`src/rtl/key_conditioner.sv`:
```
// key_conditioner: turns raw bouncing key pins into a debounced level plus press, release and auto-repeat pulses.
// Each key runs its own synchronizer, debounce counter and repeat FSM; the keys share no state.
module key_conditioner #(
  parameter int N_KEYS          = 7,
  parameter int ACTIVE_LOW      = 1,
  parameter int DEBOUNCE_CYCLES = 1_000_000,
  parameter int REPEAT_DELAY    = 25_000_000,
  parameter int REPEAT_RATE     = 5_000_000
) (
  input  logic              clk,
  input  logic              rst_n,
  input  logic [N_KEYS-1:0] i_raw,
  output logic [N_KEYS-1:0] o_level,
  output logic [N_KEYS-1:0] o_press,
  output logic [N_KEYS-1:0] o_release,
  output logic [N_KEYS-1:0] o_repeat,
  output logic              o_any_press
);
  localparam int CW   = $clog2(DEBOUNCE_CYCLES + 1);
  localparam int RMAX = REPEAT_DELAY > REPEAT_RATE ? REPEAT_DELAY : REPEAT_RATE;
  localparam int RW   = $clog2(RMAX + 1);
  localparam logic [CW-1:0] CNT_LAST   = CW'(DEBOUNCE_CYCLES - 1);
  localparam logic [RW-1:0] DELAY_LAST = RW'(REPEAT_DELAY - 1);
  localparam logic [RW-1:0] RATE_LAST  = RW'(REPEAT_RATE - 1);
  localparam logic [1:0] IDLE  = 2'd0;
  localparam logic [1:0] DELAY = 2'd1;
  localparam logic [1:0] RPT   = 2'd2;
  // Synchronizers reset to the released pin level so reset itself never looks like a press.
  localparam logic RELEASED_RAW = ACTIVE_LOW != 0;

  logic [N_KEYS-1:0] press_all;
  logic              any_q;

  for (genvar k = 0; k < N_KEYS; k++) begin : g_key
    logic          s1_q, s2_q;
    logic          pressed, hit, fire, press_k, rel_k, rep_d;
    logic          stable_q, stable_d;
    logic          press_q, release_q, repeat_q;
    logic [CW-1:0] cnt_q, cnt_d;
    logic [1:0]    state_q, state_d;
    logic [RW-1:0] rcnt_q, rcnt_d;

    assign pressed  = ACTIVE_LOW != 0 ? !s2_q : s2_q;
    assign hit      = pressed == stable_q;
    assign fire     = !hit && cnt_q == CNT_LAST;
    assign cnt_d    = (hit || fire) ? '0 : cnt_q + 1'b1;
    assign stable_d = fire ? pressed : stable_q;
    assign press_k  = fire && pressed;
    assign rel_k    = fire && !pressed;
    assign press_all[k] = press_k;

    // Release (or a low level) dominates, so a repeat due on the release edge is dropped.
    always_comb begin
      rep_d   = 1'b0;
      state_d = state_q;
      rcnt_d  = rcnt_q;
      if (press_k) begin
        rep_d   = 1'b1;
        rcnt_d  = '0;
        state_d = REPEAT_DELAY == 0 ? IDLE : DELAY;
      end else if (rel_k || !stable_q || state_q == IDLE) begin
        state_d = IDLE;
        rcnt_d  = '0;
      end else begin
        rep_d   = rcnt_q == (state_q == DELAY ? DELAY_LAST : RATE_LAST);
        rcnt_d  = rep_d ? '0 : rcnt_q + 1'b1;
        state_d = rep_d ? RPT : state_q;
      end
    end

    always_ff @(posedge clk or negedge rst_n) begin
      if (!rst_n) begin
        s1_q      <= RELEASED_RAW;
        s2_q      <= RELEASED_RAW;
        cnt_q     <= '0;
        stable_q  <= 1'b0;
        press_q   <= 1'b0;
        release_q <= 1'b0;
        repeat_q  <= 1'b0;
        state_q   <= IDLE;
        rcnt_q    <= '0;
      end else begin
        s1_q      <= i_raw[k];
        s2_q      <= s1_q;
        cnt_q     <= cnt_d;
        stable_q  <= stable_d;
        press_q   <= press_k;
        release_q <= rel_k;
        repeat_q  <= rep_d;
        state_q   <= state_d;
        rcnt_q    <= rcnt_d;
      end
    end

    assign o_level[k]   = stable_q;
    assign o_press[k]   = press_q;
    assign o_release[k] = release_q;
    assign o_repeat[k]  = repeat_q;
  end

  always_ff @(posedge clk or negedge rst_n) begin
    if (!rst_n) any_q <= 1'b0;
    else        any_q <= |press_all;
  end

  assign o_any_press = any_q;
endmodule
```
`config.mk`:
```
export PLATFORM = sky130hd
export DESIGN_NAME = key_conditioner
export DESIGN_NICKNAME = d
export VERILOG_FILES = /design/src/rtl/key_conditioner.sv
export SDC_FILE = /design/constraint.sdc
export NUM_CORES = 1
export LEC_CHECK = 0
export BUFFER_PORTS_ARGS = -buffer_cell sky130_fd_sc_hd__buf_4
export CORE_UTILIZATION = 40
export CTS_BUF_LIST = sky130_fd_sc_hd__clkbuf_4
export DETAILED_ROUTE_END_ITERATION = 10
export PLACE_DENSITY_LB_ADDON = 0.05
export SLEW_MARGIN = 20
export SYNTH_ARGS = -nofsm -noshare
export SYNTH_HDL_FRONTEND = slang
export SYNTH_SLANG_ARGS = --single-unit
```
`constraint.sdc`:
```
create_clock -name clk -period 2.6 [get_ports clk]
set_input_delay 0.26 -clock clk [delete_from_list [all_inputs] [get_ports clk]]
set_output_delay 0.26 -clock clk [all_outputs]
set_load 0.01 [all_outputs]
```
# After elaboration in Yosys (flattened, before gate mapping)
# Cells that the tools add are included.
# Widths: inputs -> output; s select.
# totals
out_inout_bits	29
rom_bits	0
latchBits	0
regBits	372
mem_bits_rw	0
mem_count	0
# op_classes
n_mul	0
magnitude_cmp	0
mux	70
n_reduce_logical	78
bitwise_logic	0
n_eq_ne	28
shifts	0
n_div	0
n_addsub	14
# op_table
op	n
$mux 25	28
$add 25x1->25 const B	7
$eq 25x25->1	7
$add 20x1->20 const B	7
$eq 20x20->1 const B	7
$mux 20	7
$mux 2	21
$logic_and 1x1->1	21
$logic_not 1->1	21
$logic_or 1x1->1	21
$reduce_bool 3->1	7
$eq 2x1->1 const B	7
$logic_not 2->1	7
$mux 1	14
$eq 1x1->1	7
$reduce_or 7->1	1

# Longest topological paths before layout
# Gate-level depths: netlist (run 1).
# logic_depth
ltp_word	9
ltp_mapped	9

# Least setup slack after synthesis (run 1)
# No wires, ideal clock.
# synth_timing
path_type	flip-flop to flip-flop
from	reg g_key[0].rcnt_q[17]
to	reg g_key[0].rcnt_q[10]
period_less_slack_ps	2157
stages_incl_launch_ff	8
required_ps	2481
path_buffers	2
arrival_time_ps	2038
slack_ps	443
cell_sequence	dfrtp_1 > or4_1 > or4_1 > a211oi_2 > or3_1 > buf_6 > buf_12 > nor2_2
# synth_between
elab_chain_cells	4
# synth_rtl
element	line	text
start: declaration	41	logic [RW-1:0] rcnt_q, rcnt_d;
start signal: assignment	91	rcnt_q <= rcnt_d;
$eq 25x25->1	65	rep_d = rcnt_q == (state_q == DELAY ? DELAY_LAST : RATE_LAST);
$mux 25	66	rcnt_d = rep_d ? '0 : rcnt_q + 1'b1;
$mux 25	61	end else if (rel_k || !stable_q || state_q == IDLE) begin
$mux 25	57	if (press_k) begin
named net g_key[0].rcnt_d[10]	41	
# The timed path passes the listed nets, and every way through them passes these cells.
# A chain may end at the register's enable or synchronous reset.

# Worst setup path after layout (run 1)
# layout_timing
from	reg g_key[6].rcnt_q[9]
to	reg g_key[6].rcnt_q[5]
# layout_between
elab_chain_cells	4
# layout_rtl
element	line
start: declaration	41
start signal: assignment	91
$eq 25x25->1	65
$mux 25	66
$mux 25	61
$mux 25	57
named net g_key[6].rcnt_d[5]	41
# The timed path passes the listed nets, and every way through them passes these cells.

==> metrics.txt, run 1 <==
# TYPE chip_impl_metric gauge
chip_impl_metric{name="final.setup_skew",unit="ns"} 0.03435
chip_impl_info{name="synthDominantAreaCellType",value="dfrtp_1"} 1
chip_impl_metric{name="grtUsageMet1",unit="%"} 23.05
chip_impl_metric{name="detailroute.via_count",unit=""} 13057
chip_impl_metric{name="cts-root-to-sink-buffers",unit=""} 3
chip_impl_metric{name="final_layout_size_suffix_gt1_share",unit="%"} 15.18
chip_impl_metric{name="synth_seq_cells",unit=""} 372
chip_impl_metric{name="drtIter0Drc",unit=""} 631
chip_impl_info{name="critPathLaunchType",value="flop"} 1
chip_impl_info{name="most_used_standard_cell_by_instance_count_after_synthesis",value="nor2_1"} 1
chip_impl_metric{name="p_per_area",unit="nW/um^2"} 566.9
chip_impl_metric{name="synth-edff-count",unit=""} 0
chip_impl_metric{name="placement.cell_area",unit="sq um"} 18960
chip_impl_metric{name="slew_viol_final",unit=""} 0
chip_impl_metric{name="finalCriticalPeriod",unit="ns"} 2.471
chip_impl_metric{name="rr_worst_depth",unit=""} 5
chip_impl_metric{name="cp_max_fo",unit=""} 25
chip_impl_metric{name="std_cell_rows",unit=""} 77
chip_impl_metric{name="grt_util_met2",unit="%"} 25.66
chip_impl_metric{name="yosys.area.top_type_share",unit="%"} 49.99
chip_impl_metric{name="syn_area_per_cell",unit="sq um"} 9.868
chip_impl_metric{name="final_core_util",unit="%"} 46.28
chip_impl_info{name="grt-busiest-layer",value="met2"} 1
chip_impl_metric{name="pin_count",unit=""} 38
chip_impl_metric{name="max_freq",unit="MHz"} 404.6
chip_impl_metric{name="grt_antenna_before_repair",unit=""} 2
chip_impl_info{name="root_buffer",value="clkbuf_4"} 1
chip_impl_info{name="tritoncts",value="done"} 1
chip_impl_metric{name="total_of_buffers_placed_on_input_and_output_ports",unit=""} 37
chip_impl_info{name="setup.worst_path.start",value="g_key[6].rcnt_q[9]"} 1
chip_impl_metric{name="die_width",unit="um"} 213.7
chip_impl_metric{name="htree_levels",unit=""} 3
chip_impl_metric{name="clk_latency",unit="ns"} 0.81
chip_impl_metric{name="fin_crit_sh",unit="%"} 95.06
chip_impl_metric{name="worstPathArrival",unit="ns"} 3.15
chip_impl_info{name="post_synth_most_frequent_cells",value="nor2_1 (366), dfrtp_1 (358), xor2_1 (191)"} 1
chip_impl_metric{name="chipHeight",unit="um"} 213.7
chip_impl_metric{name="post-route-drc-count",unit=""} 0
chip_impl_info{name="synth-main-ff-cell",value="dfrtp_1"} 1
chip_impl_metric{name="layout.nets",unit=""} 1966
chip_impl_metric{name="initial_core_util",unit="%"} 40.52
chip_impl_info{name="run_status",value="completed"} 1
chip_impl_metric{name="detail_route.vias_per_cell",unit=""} 4.976
chip_impl_metric{name="area_delta_synth_final",unit="%"} 14.21
chip_impl_metric{name="postRouteWirelength",unit="um"} 36800
chip_impl_metric{name="finalHoldViolations",unit=""} 0
chip_impl_metric{name="seq_area",unit="sq um"} 9326
chip_impl_metric{name="total_power",unit="mW"} 11.60
chip_impl_metric{name="dp_hpwl",unit="um"} 23650
chip_impl_metric{name="synth.cell_area",unit="sq um"} 17920
chip_impl_info{name="ys_top_cells_by_area",value="dfrtp_1 (50%), xor2_1 (9.3%), nor2_1 (7.7%)"} 1
chip_impl_info{name="critical_path.reg2reg.startpoint",value="g_key[6].rcnt_q[9]"} 1
chip_impl_info{name="rsz_0062_raised_after_global_routing",value="yes"} 1
chip_impl_info{name="criticalPathCategory",value="reg -> reg"} 1
chip_impl_metric{name="numClockSinks",unit=""} 372
chip_impl_metric{name="grt_util_met3",unit="%"} 4.189
chip_impl_metric{name="slew-limit-headroom",unit="%"} 47.76
chip_impl_info{name="critical_path_endpoint_category",value="flop"} 1
chip_impl_info{name="rr_endpoint",value="g_key[6].rcnt_q[5]"} 1
chip_impl_metric{name="place_congestion",unit=""} 0.7569
chip_impl_metric{name="final_cell_area",unit="sq um"} 20470
chip_impl_metric{name="finalSetupTns",unit="ns"} 0
chip_impl_metric{name="post-route-worst-setup-slack",unit="ns"} 0.1286
chip_impl_metric{name="grt.overflow.total",unit=""} 0
chip_impl_metric{name="grt.total_usage",unit="%"} 16.86
chip_impl_metric{name="finalSetupViolations",unit=""} 0
chip_impl_metric{name="ys_async_sr_fraction",unit="%"} 100.0
chip_impl_metric{name="synth_cells",unit=""} 1816
chip_impl_metric{name="power.static_leakage",unit="nW"} 8.713
chip_impl_metric{name="synth_nets",unit=""} 1839
chip_impl_metric{name="yosys_warnings",unit=""} 0
chip_impl_metric{name="grt_max_degree",unit=""} 72
chip_impl_metric{name="multiInputGateArea",unit="sq um"} 7964
chip_impl_metric{name="dp_worst_setup_slack",unit="ns"} 0.1367
chip_impl_metric{name="tightestPinTransition",unit="ns"} 0.7764
chip_impl_metric{name="core_region_area",unit="sq um"} 44220
chip_impl_metric{name="fraction_of_the_yosys_area_taken_by_sequential_cells",unit="%"} 52.05
chip_impl_metric{name="wire_per_inst",unit="um"} 14.02
chip_impl_metric{name="via_count_of_the_first_global_routing_pass",unit=""} 13018
chip_impl_metric{name="grt_pass1_wl",unit="um"} 63020
chip_impl_metric{name="filler_cell_count",unit=""} 4257
chip_impl_info{name="worstHoldPathType",value="in -> async"} 1
chip_impl_metric{name="fp.dieArea",unit="sq um"} 45650
chip_impl_metric{name="cts_inserted_buffers",unit=""} 103
chip_impl_metric{name="cts.clk_slew.worst_paths",unit="ns"} 0.06
chip_impl_metric{name="worst_ep_required_time",unit="ns"} 3.27
chip_impl_metric{name="postRouteAntennaNets",unit=""} 0
chip_impl_metric{name="synth.lib_cells_used.distinct",unit=""} 54
chip_impl_metric{name="dr.pass1.iters",unit=""} 5
chip_impl_metric{name="worst-r2r-setup-slack",unit="ns"} 0.13
chip_impl_metric{name="cap_violations",unit=""} 0
chip_impl_metric{name="max-vdd-ir-drop",unit="V"} 0.0003675
## how the worst max path moves through the flow
stage | to | cells after the start
after CTS | g_key[6].rcnt_q[5] | 5
after global placement | g_key[6].rcnt_q[23] | 5
final | g_key[6].rcnt_q[5] | 5
after detailed placement | g_key[6].rcnt_q[5] | 5
after global routing | g_key[6].rcnt_q[5] | 5
after floorplan | g_key[0].rcnt_q[10] | 7
## cell type report
| type | instances | share of cell area (%) |
|---|---|---|
| antenna | 3 | 0.03668 |
| tap | 592 | 3.619 |
| clock inverter | 28 | 0.6786 |
| multi-input combinational | 1327 | 38.91 |
| inverter | 45 | 0.8253 |
| sequential | 372 | 45.57 |
| clock buffer | 163 | 5.979 |
| timing repair buffer | 94 | 4.377 |
## cells in the final DEF (no fill, tap or decap), types with 4 or more instances in the layout
cell / synthesis / routed
or2_2: 7 / 7
clkinv_1: 0 / 18
and3_1: 50 / 50
nor2_1: 366 / 366
xnor2_1: 99 / 99
dlygate4sd3_1: 0 / 10
a211oi_1: 4 / 4
nor3_1: 27 / 27
nand2_1: 126 / 126
dfrtp_1: 358 / 358
mux2i_1: 5 / 5
and2_1: 4 / 4
and4_1: 26 / 26
nor4bb_1: 5 / 5
or4_1: 11 / 11
dfstp_2: 14 / 14
nor4b_1: 12 / 12
buf_4: 33 / 71
o21ai_0: 11 / 11
nor2b_1: 6 / 6
nor4_1: 39 / 39
inv_1: 45 / 45
buf_12: 2 / 11
clkbuf_4: 0 / 163
ha_1: 14 / 14
nand2b_1: 6 / 6
nand4b_1: 8 / 8
a21oi_1: 18 / 18
xor2_1: 191 / 191
nand4_1: 88 / 88
nor2_2: 20 / 20
nand3_1: 136 / 136
clkinv_2: 0 / 6
or3_1: 13 / 13
## routing by layer
metal  share of wire [%]  vias to the layer above
met5                   0                        -
met4                 2.7                        0
met3                 4.3                       88
met2                  44                      198
met1                  49                     6272
li1                    -                     6499
## power by group
| group | leakage [nW] | internal [mW] | total [mW] | switching, mW |
|---|---|---|---|---|
| Clock | 0.828 | 2.94 | 5.47 | 2.53 |
| Sequential | 5.13 | 5.83 | 5.87 | 0.0334 |
| Combinational | 2.75 | 0.0808 | 0.265 | 0.184 |
## critical path: stages, from the launching register on
cell	delay, ns
dfrtp_1	0.42
or4bb_1	0.49
or4_1	0.54
a211oi_4	0.29
a2111o_2	0.46
nor2_1	0.12
## cells by family after synthesis
family | after synthesis | synth area share (%)
DFF | 372 | 52.05
and+or+nand+nor | 961 | 26.60
xor gates and xnor gates | 290 | 14.17
muxes | 7 | 0.4050
buffers and inverters | 117 | 3.589
adders and majority gates | 14 | 0.9775
AOI/OAI and AO/OA | 55 | 2.213
## state kept, by name, summed over array words and instances, names as in the netlist
signal / count
g_key.s2_q: 7
g_key.release_q: 7
g_key.press_q: 7
g_key.s1_q: 7
g_key.state_q: 14
g_key.cnt_q: 140
g_key.stable_q: 7
o_any_press: 1
g_key.rcnt_q: 175
g_key.repeat_q: 7
## through the flow
step                      instances  hold WS, ns
after floorplan                1816     -0.03559
after global placement         2419       0.2483
after detailed placement       2419       0.2554
after CTS                      2621     0.001832
after global routing           2624      0.02037
final                          2624       0.1161
## what timing repair did
action,CTS,global route
resized for setup,0,1
endpoints found under the hold margin,369,0
hold buffers,11,0
buffers inserted,0,0
setup endpoints to repair,0,11
Note: power is estimated with default switching activity, not from simulation.
==> inputs of run 2 (changes only) <==
==> constraint.sdc (replaced) <==
create_clock -name clk -period 2.6 [get_ports clk]
set_input_delay 0.52 -clock clk [delete_from_list [all_inputs] [get_ports clk]]
set_output_delay 0.52 -clock clk [all_outputs]
set_load 0.01 [all_outputs]
==> metrics.txt, run 2 (synthesis gave the netlist of run 1 again) <==
# TYPE chip_impl_metric gauge
chip_impl_metric{name="slew-limit-headroom",unit="%"} 32.76
chip_impl_metric{name="cts_inserted_buffers",unit=""} 102
chip_impl_metric{name="clk_latency",unit="ns"} 0.81
chip_impl_metric{name="postRouteWirelength",unit="um"} 35910
chip_impl_metric{name="die_width",unit="um"} 213.7
chip_impl_metric{name="htree_levels",unit=""} 3
chip_impl_metric{name="worst-r2r-setup-slack",unit="ns"} 0.26
chip_impl_metric{name="post-route-drc-count",unit=""} 0
chip_impl_metric{name="layout.nets",unit=""} 1966
chip_impl_metric{name="cts.clk_slew.worst_paths",unit="ns"} 0.06
chip_impl_metric{name="buffer_count_from_post_cts_setup_fixing",unit=""} 0
chip_impl_metric{name="initial_core_util",unit="%"} 40.52
chip_impl_metric{name="rr_worst_depth",unit=""} 6
chip_impl_metric{name="grt_antenna_before_repair",unit=""} 2
chip_impl_metric{name="total_of_buffers_placed_on_input_and_output_ports",unit=""} 37
chip_impl_metric{name="detailroute.via_count",unit=""} 12873
chip_impl_metric{name="final_core_util",unit="%"} 46.18
chip_impl_metric{name="via_count_of_the_first_global_routing_pass",unit=""} 13218
chip_impl_info{name="largest_registers",value="g_key.rcnt_q x175, g_key.cnt_q x140, g_key.state_q x14"} 1
chip_impl_metric{name="grt_pass1_wl",unit="um"} 63290
chip_impl_metric{name="dp_worst_setup_slack",unit="ns"} 0.2563
chip_impl_metric{name="number_of_flip_flops_under_the_largest_register_name",unit=""} 175
chip_impl_metric{name="placement.cell_area",unit="sq um"} 19000
chip_impl_metric{name="grt.total_usage",unit="%"} 16.88
chip_impl_metric{name="final_cells",unit=""} 2623
chip_impl_metric{name="grt.overflow.total",unit=""} 0
chip_impl_metric{name="wire_per_inst",unit="um"} 13.69
chip_impl_info{name="final_cell_mix",value="nor2_1 (366), dfrtp_1 (358), xor2_1 (191)"} 1
chip_impl_metric{name="finalHoldViolations",unit=""} 0
chip_impl_metric{name="numPlacedInstances",unit=""} 2423
chip_impl_metric{name="place_congestion",unit=""} 0.7574
chip_impl_metric{name="cts-root-to-sink-buffers",unit=""} 3
chip_impl_metric{name="finalSetupViolations",unit=""} 0
chip_impl_info{name="run_status",value="completed"} 1
chip_impl_metric{name="detail_route.vias_per_cell",unit=""} 4.908
chip_impl_info{name="worstHoldPathType",value="in -> async"} 1
chip_impl_metric{name="pin_count",unit=""} 38
chip_impl_info{name="critical_path_endpoint_category",value="flop"} 1
chip_impl_metric{name="area_delta_synth_final",unit="%"} 13.96
chip_impl_info{name="rsz_0062_raised_after_global_routing",value="no"} 1
chip_impl_metric{name="finalSetupTns",unit="ns"} 0
chip_impl_metric{name="final.setup_skew",unit="ns"} 0.04520
chip_impl_metric{name="drtIter0Drc",unit=""} 662
chip_impl_metric{name="power.static_leakage",unit="nW"} 8.669
chip_impl_metric{name="grt_max_degree",unit=""} 70
chip_impl_metric{name="cap_violations",unit=""} 0
chip_impl_info{name="registers.top_by_ff_count",value="g_key.rcnt_q"} 1
chip_impl_metric{name="final_cell_area",unit="sq um"} 20420
chip_impl_metric{name="numClockSinks",unit=""} 372
chip_impl_metric{name="tightestPinTransition",unit="ns"} 0.9994
chip_impl_metric{name="worst_hold_slack",unit="ns"} 0.2725
chip_impl_metric{name="post-route-worst-setup-slack",unit="ns"} 0.2586
chip_impl_metric{name="worst_ep_required_time",unit="ns"} 3.27
chip_impl_metric{name="worstPathArrival",unit="ns"} 3.01
chip_impl_info{name="root_buffer",value="clkbuf_4"} 1
chip_impl_metric{name="dr.pass1.iters",unit=""} 5
chip_impl_metric{name="chipHeight",unit="um"} 213.7
chip_impl_metric{name="slew_viol_final",unit=""} 0
chip_impl_metric{name="finalCriticalPeriod",unit="ns"} 2.341
chip_impl_info{name="tritoncts",value="done"} 1
chip_impl_metric{name="total_power",unit="mW"} 11.45
chip_impl_metric{name="dp_hpwl",unit="um"} 23550
chip_impl_metric{name="postRouteAntennaNets",unit=""} 0
chip_impl_metric{name="final_layout_size_suffix_gt1_share",unit="%"} 14.45
chip_impl_info{name="criticalPathCategory",value="reg -> reg"} 1
chip_impl_metric{name="fp.dieArea",unit="sq um"} 45650
chip_impl_metric{name="std_cell_rows",unit=""} 77
chip_impl_metric{name="p_per_area",unit="nW/um^2"} 560.7
chip_impl_metric{name="max-vdd-ir-drop",unit="V"} 0.0003637
chip_impl_metric{name="fin_crit_sh",unit="%"} 90.06
chip_impl_metric{name="max_freq",unit="MHz"} 427.1
chip_impl_metric{name="core_region_area",unit="sq um"} 44220
chip_impl_info{name="critPathLaunchType",value="flop"} 1
chip_impl_info{name="leading_cell_type_in_the_layout_fill_and_taps_excluded",value="nor2_1"} 1
chip_impl_metric{name="cp_max_fo",unit=""} 10
[run 2: changes by cell type in the layout (fill, tap and decap cells not counted), sizes merged]
| cell | change |
|---|---|
| bufinv | +1 |
| clkinv | +12 |
| inv | -3 |
| clkbuf | -12 |
| buf | +3 |
| dlygate4sd3 | -2 |
[run 2: repair_timing]
item | in CTS | in global routing
hold buffers | 8 | 0
gates resized for setup | 0 | 0
endpoints found under the hold margin | 62 | 0
[run 2: final timing paths]
kind / start / end
max in group asynchronous: rst_n / g_key[2].s1_q
hold / removal: rst_n / g_key[1].cnt_q[2]
hold reg to reg: g_key[2].s1_q / g_key[2].s2_q
setup / recovery: g_key[6].rcnt_q[9] / g_key[6].rcnt_q[13]
min in group clk: g_key[2].s1_q / g_key[2].s2_q
setup reg to reg: g_key[6].rcnt_q[9] / g_key[6].rcnt_q[13]
[run 2: final cells by class]
type / instances / area [sq um]
flip-flops and latches: 372 / 9326
clock inverters: 38 / 197.7
inverters: 45 / 168.9
well taps: 592 / 740.7
clock buffers: 151 / 1134
repair buffers: 95 / 890.9
multi-input cells: 1327 / 7956
fillers: 4294 / 23800
diodes: 3 / 7.507
[run 2: per-layer routing]
| layer | share of wire (%) | track usage [%] | vias to the layer above |
|---|---|---|---|
| li1 | - | - | 6496 |
| met1 | 48 | 22.58 | 6122 |
| met5 | 0 | 0 | - |
| met2 | 45 | 26.00 | 172 |
| met4 | 3.1 | 7.118 | 0 |
| met3 | 3.8 | 4.262 | 83 |
[run 2: critical path, cell delays in order (launching register included)]
cell and delay (ns):
dfrtp_1 0.42, or4bb_1 0.49, or4_1 0.49, a211oi_2 0.29, a2111o_2 0.27, buf_4 0.20
nor2_1 0.05
[run 2: power breakdown]
part	leakage, nW	internal (mW)	switching, mW
logic	2.75	0.0800	0.183
clock network	0.784	2.85	2.47
registers	5.13	5.84	0.0333
